===== config.mk =====
export PLATFORM = sky130hd
export DESIGN_NAME = serial_frame_tx
export DESIGN_NICKNAME = d
export VERILOG_FILES = /design/src/rtl/serial_frame_pkg.sv /design/src/rtl/bit_period_counter.sv /design/src/rtl/serial_frame_tx.sv
export SDC_FILE = /design/constraint.sdc
export NUM_CORES = 1
export LEC_CHECK = 0
export ABC_CLOCK_PERIOD_IN_PS = 4500
export CAP_MARGIN = 25
export CORE_UTILIZATION = 51
export DETAILED_ROUTE_END_ITERATION = 12
export GPL_ROUTABILITY_DRIVEN = 1
export PLACE_DENSITY = 0.72
export SLEW_MARGIN = 25
export SYNTH_ARGS = -nofsm -noshare
export SYNTH_HDL_FRONTEND = slang
export SYNTH_HIERARCHICAL = 1
export SYNTH_SLANG_ARGS = --single-unit

===== constraint.sdc =====
create_clock -name clk_signal -period 4.5 [get_ports clk_signal]
set_input_delay 0.45 -clock clk_signal [delete_from_list [all_inputs] [get_ports clk_signal]]
set_output_delay 0.45 -clock clk_signal [all_outputs]
set_load 0.02 [all_outputs]

===== src/rtl/serial_frame_pkg.sv =====
// Shared types and line-level constants for the serial frame transmitter and its
// matching receiver.
package serial_frame_pkg;

    typedef enum logic [2:0] {
        IDLE,
        START,
        DATA,
        PARITY,
        STOP
    } tx_state_t;

    localparam logic LINE_IDLE = 1'b1;
    localparam logic START_BIT = 1'b0;
    localparam logic STOP_BIT  = 1'b1;

    // Counter width for a modulus, never narrower than one bit.
    function automatic int unsigned clamp_width(input int unsigned modulus);
        return (modulus > 1) ? $clog2(modulus) : 1;
    endfunction

endpackage


===== src/rtl/bit_period_counter.sv =====
// Counts clocks within one serial bit period; bit_end marks the last clock of the period.
// The counter restarts on clear or after bit_end.
module bit_period_counter
    import serial_frame_pkg::*;
#(
    parameter int unsigned CLKS_PER_BIT = 4
) (
    input  logic clk_signal,
    input  logic reset_signal,
    input  logic clear,
    output logic bit_end
);

    localparam int unsigned CNT_W = clamp_width(CLKS_PER_BIT);
    localparam logic [CNT_W-1:0] LAST_COUNT = CNT_W'(CLKS_PER_BIT - 1);

    logic [CNT_W-1:0] count_q, count_d;

    assign bit_end = (count_q == LAST_COUNT);

    always_comb begin
        count_d = count_q + 1'b1;
        if (clear || bit_end) begin
            count_d = '0;
        end
    end

    always_ff @(posedge clk_signal or posedge reset_signal) begin
        if (reset_signal) begin
            count_q <= '0;
        end else begin
            count_q <= count_d;
        end
    end

endmodule


===== src/rtl/serial_frame_tx.sv =====
// Serial frame transmitter: start bit, LSB-first data, optional even parity, stop bit.
// The line output is registered and idles high.
module serial_frame_tx
    import serial_frame_pkg::*;
#(
    parameter int unsigned DATA_WIDTH   = 8,
    parameter int unsigned CLKS_PER_BIT = 4,
    parameter int unsigned PARITY_EN    = 1
) (
    input  logic                  clk_signal,
    input  logic                  reset_signal,
    input  logic [DATA_WIDTH-1:0] data_input,
    input  logic                  valid_input,
    output logic                  ready_output,
    output logic                  serial_output,
    output logic                  busy_output,
    output logic                  done_output
);

    localparam int unsigned IDX_W = clamp_width(DATA_WIDTH);
    localparam logic [IDX_W-1:0] LAST_IDX = IDX_W'(DATA_WIDTH - 1);

    tx_state_t             state_q, state_d;
    logic [DATA_WIDTH-1:0] shift_q, shift_d;
    logic [IDX_W-1:0]      idx_q, idx_d;
    logic                  parity_q, parity_d;
    logic                  serial_q, serial_d;
    logic                  done_q, done_d;
    logic                  bit_end;

    // Counter is held at zero while idle so START always gets a full bit period.
    bit_period_counter #(
        .CLKS_PER_BIT(CLKS_PER_BIT)
    ) u_bit_period_counter (
        .clk_signal  (clk_signal),
        .reset_signal(reset_signal),
        .clear       (state_q == IDLE),
        .bit_end     (bit_end)
    );

    always_comb begin
        state_d  = state_q;
        shift_d  = shift_q;
        idx_d    = idx_q;
        parity_d = parity_q;
        done_d   = 1'b0;

        case (state_q)
            IDLE: begin
                if (valid_input) begin
                    state_d  = START;
                    shift_d  = data_input;
                    parity_d = ^data_input;
                    idx_d    = '0;
                end
            end
            START: begin
                if (bit_end) begin
                    state_d = DATA;
                end
            end
            DATA: begin
                if (bit_end) begin
                    if (idx_q == LAST_IDX) begin
                        state_d = (PARITY_EN != 0) ? PARITY : STOP;
                    end else begin
                        idx_d   = idx_q + 1'b1;
                        shift_d = shift_q >> 1;
                    end
                end
            end
            PARITY: begin
                if (bit_end) begin
                    state_d = STOP;
                end
            end
            STOP: begin
                if (bit_end) begin
                    state_d = IDLE;
                    done_d  = 1'b1;
                end
            end
            default: begin
                state_d = IDLE;
            end
        endcase

        // Line value is chosen from the next state so it changes on the same edge.
        case (state_d)
            START:   serial_d = START_BIT;
            DATA:    serial_d = shift_d[0];
            PARITY:  serial_d = parity_d;
            STOP:    serial_d = STOP_BIT;
            default: serial_d = LINE_IDLE;
        endcase
    end

    always_ff @(posedge clk_signal or posedge reset_signal) begin
        if (reset_signal) begin
            state_q  <= IDLE;
            shift_q  <= '0;
            idx_q    <= '0;
            parity_q <= 1'b0;
            serial_q <= LINE_IDLE;
            done_q   <= 1'b0;
        end else begin
            state_q  <= state_d;
            shift_q  <= shift_d;
            idx_q    <= idx_d;
            parity_q <= parity_d;
            serial_q <= serial_d;
            done_q   <= done_d;
        end
    end

    assign ready_output  = (state_q == IDLE);
    assign busy_output   = (state_q != IDLE);
    assign serial_output = serial_q;
    assign done_output   = done_q;

endmodule


======== After elaboration in Yosys (flattened, before gate mapping) ========
Cells that the tools add are included.
cells by class
  reduce and logical (&&, ||, !) cells .... 6
  multiplexer cells ....................... 21
  equality and inequality tests ........... 12
  add/subtract/negate cells ............... 2
operators with widths
  operator             number
  $mux 3               9
  $mux 8               3
  $pmux 8 s2           1
  $pmux 3 s5           1
  $eq 3x2->1 const B   4
  $reduce_xor 8->1     1
  $eq 3x1->1 const B   2
  $eq 3x3->1 const B   2
  $pmux 3 s2           1
  $mux 1               4
  $ne 2x2->1 const B   2
  $reduce_and 4->1     1
  $add 3x1->3 const B  1
  $logic_not 3->1      1
  $pmux 1 s3           1
  $reduce_bool 3->1    1
  $add 2x1->2 const B  1
  $eq 2x2->1 const B   1
  $mux 2               1
  $ne 2x1->1 const B   1
  $reduce_bool 2->1    1
  $logic_or 1x1->1     1
storage, ports and cells
  word-level logic and storage cells ...... 49
  flip-flop bits (word level) ............. 19
  output and inout port bits .............. 4
  input port bits ......................... 11

======== Depth between registers and ports, before layout ========
  word-level depth ........................ 6
  depth in mapped cells ................... 7
  mapped depth without buffers ............ 6

======== Hierarchy ========
Netlist, hierarchy kept.
modules (own cells, without submodules)
  module              instances  area each (um2)  cells each  seq. area each (um2)
  serial_frame_tx     1          895.9            88          426.7
  bit_period_counter  1          88.8             6           50.0

======== Worst setup path after synthesis ========
Ideal clock, no wire load.
  path kind ............................... register to output
  start ................................... register state_q[1]
  end ..................................... output port ready_output
  data arrival time ....................... 1.274 ns
  cell stages (with the launch flop) ...... 4
  buffers on the path ..................... 1
  path slack .............................. 2.776 ns
  data required time ...................... 4.050 ns
  cells stage by stage .................... dfrtp_1 -> buf_4 -> or3_1 -> inv_1
on the way
  cells in the longest elaborated chain, start to end .. 1
ends and longest elaborated chain
  what                    line                    source
  start, declared         serial_frame_tx.sv:23   tx_state_t state_q, state_d;
  start signal, assigned  serial_frame_tx.sv:107  state_q <= state_d;
  $logic_not 3->1         serial_frame_tx.sv:116  assign ready_output = (state_q == IDLE);
  end, declared           serial_frame_tx.sv:14   output logic ready_output,
No other way between the ends.

======== Worst setup path in the final report ========
Same ends and word-level chain as after synthesis.

==> out/qor.yml <==
synth_cells: 94
finalNonFillerCells: 132
hold_path.class: "input pin to async pin"
reg2reg_to: "serial_output"
maxCapViolCount: 0
start_util: 0.558
critPathCaptureType: "primary output"
final_nets: 122
p_per_area_nw_per_um2: 543
clk_latency_ns: 0.29
die_area_um2: 2110
viasPerCell: 5.38
hold_viol_final: 0
synth_edf_count: 0
grt_util_all_layers: 0.183
placed_cells: 128
overflow: 0
critical_path_arrival_ns: 1.96
wl_um: 1590
critical-path-top-delay-family: "buffers and inverters"
finalSetupTns_ns: 0
dp_worst_setup_slack_ns: 2.01
synth_area_um2: 985
grt_pass1_vias: 655
ios: 15
die_w_um: 45.9
fillers: 167
cp_max_fo: 11
period_share: 0.536
grt_pass1_wl_um: 2720
grt_max_degree: 18
async_reset_ff_frac: 1.00
first_pass_iters: 4
hpwl_um: 1240
rows: 15
reg2reg_from: "state_q[1]"
area_growth_pct: 16.8
critical_path.slowest_cell: "clkdlybuf4s50_1"
clockBufferDepth: 2
die_height_um: 45.9
ant_nets: 0
startpoint_type: "register"
path_class: "register to primary output"
ff2ff_path_depth: 4
slew-limit-headroom: 0.417
postSynthAreaPerCell_um2: 10.5
setup_viol: 0
rsz0062_at_grt: "false"
p_leak_nw: 0.522
core_region_area_um2: 1760
hold_buffers: 0
critPathMaxStageDelay_ns: 0.62
worst_pin_slew_ns: 0.863
drt-wirelength-per-cell_um: 12.0
gp_congestion: 0.711
yosysSeqAreaShare: 0.484
crit_chain: "or3_1 > inv_1 > clkdlybuf4s50_1"
cts.sinks: 19
ff2ff_setup_slack_ns: 2.36
drv_slew: 0
synthesis.nets: 108
post-route-util: 0.652
numPortBuffers: 14
diodes: 0
drtIter0Drc: 11
placed_cell_area_um2: 1120
fin_skew_ns: 0.00847
cts_tree: "built"
crit_buf_inv: 2
critPathRequiredTime_ns: 4.05
cts_resized: 0
worst_slack_ns: 2.09
finalCriticalPeriod_ns: 2.41
root_buffer: "clkbuf_4"
htree_levels: 1
outcome: "finished, final reports clean"
dr_total_vias: 710
grt_antenna_before_repair: 0
yosys_most_used_dff: "dfrtp_1"
vdd_drop_max_mv: 0.274
cts_setup_buffers: 0
fmax_mhz: 415
ys_warn_count: 6
clk_pin_slew_ns: 0.11
drc: 0
ys_types: 33
fin_area_um2: 1150
cts_made_buffers: 3
final_layout_size_suffix_gt1_frac: 0.112
ys_ff_latch: 19
layout by cell type (no fill, tap or decap), drive strengths merged:
master,count
o21ba,1
clkbuf,3
or2,1
o32ai,1
a21bo,1
ha,3
dfstp,1
nand3,2
nor3b,1
nand2b,1
a21oi,3
nor4b,1
xnor2,7
and3,2
a221o,1
and2,1
clkdlybuf4s50,14
or3,1
a41oi,1
dfrtp,18
o21ai,3
nand3b,1
nand2,18
nor3,1
a21boi,1
inv,6
o31ai,1
nor2b,1
nor2,2
mux2,1
clkinv,1
a22oi,6
nor4,1
kinds of logic after synthesis:
kind of cell    count (synthesis)  synth area share
fa+ha+maj                       3            0.0381
mux                             1            0.0114
buf+inv                        11            0.0572
compound gates                 19             0.140
flops                          19             0.484
simple gates                   34             0.207
xor+xnor                        7            0.0623
synthesized netlist by cell type, types with 2 or more instances:
cell / number / area share
ha_1: 3 / 0.038
o21ai_0: 3 / 0.015
nand2_1: 18 / 0.069
inv_1: 6 / 0.023
and3_1: 2 / 0.013
dfrtp_1: 18 / 0.46
buf_2: 3 / 0.015
nand3_1: 2 / 0.010
nor2_1: 2 / 0.0076
a21oi_1: 3 / 0.015
xnor2_1: 7 / 0.062
a22oi_1: 6 / 0.046
final cells by class:
| type | count | area, um^2 | share of cell area |
|---|---|---|---|
| Clock buffer | 3 | 22.5 | 0.0196 |
| Timing Repair Buffer | 14 | 140 | 0.122 |
| Inverter | 6 | 22.5 | 0.0196 |
| Sequential cell | 19 | 477 | 0.415 |
| Tap cell | 25 | 31.3 | 0.0272 |
| Multi-Input combinational cell | 64 | 452 | 0.393 |
| Clock inverter | 1 | 5.00 | 0.00435 |
state kept, by name, summed over array words and instances, names as in the netlist:
name,cells
serial_output,1
idx_q,3
u_bit_period_counter/count_q,2
done_output,1
parity_q,1
state_q,3
shift_q,8
worst max-delay path by stage:
stage / slack (ns) / start / endpoint / depth (start not counted)
final: 2.09 / state_q[1] / ready_output / 3
after global routing: 2.00 / state_q[1] / ready_output / 3
after CTS: 2.07 / state_q[1] / ready_output / 3
after detailed placement: 2.01 / valid_input / serial_output / 5
after global placement: 2.09 / valid_input / serial_output / 5
after floorplan: 2.78 / state_q[1] / ready_output / 3
where the power goes:
| part | internal, W | switching (W) |
|---|---|---|
| sequential | 0.000242 | 0.0000579 |
| clock | 0.0000330 | 0.0000482 |
| combinational | 0.000121 | 0.000122 |
| total | 0.000396 | 0.000228 |
through the flow:
stage               hold slack [ns]  power (W)
global route                  0.332   0.000677
floorplan                     0.191   0.000487
CTS                           0.313   0.000635
global placement              0.442   0.000541
detailed placement            0.458   0.000553
finish                        0.323   0.000624
metal layers:
metal  share of wire  vias up  track usage
met5               0        -            0
met4          0.0075        0       0.0706
met3           0.040        2       0.0357
met2            0.49       19        0.301
met1            0.46      338        0.235
li1                -      351            -
(Power assumes the default switching activity.)
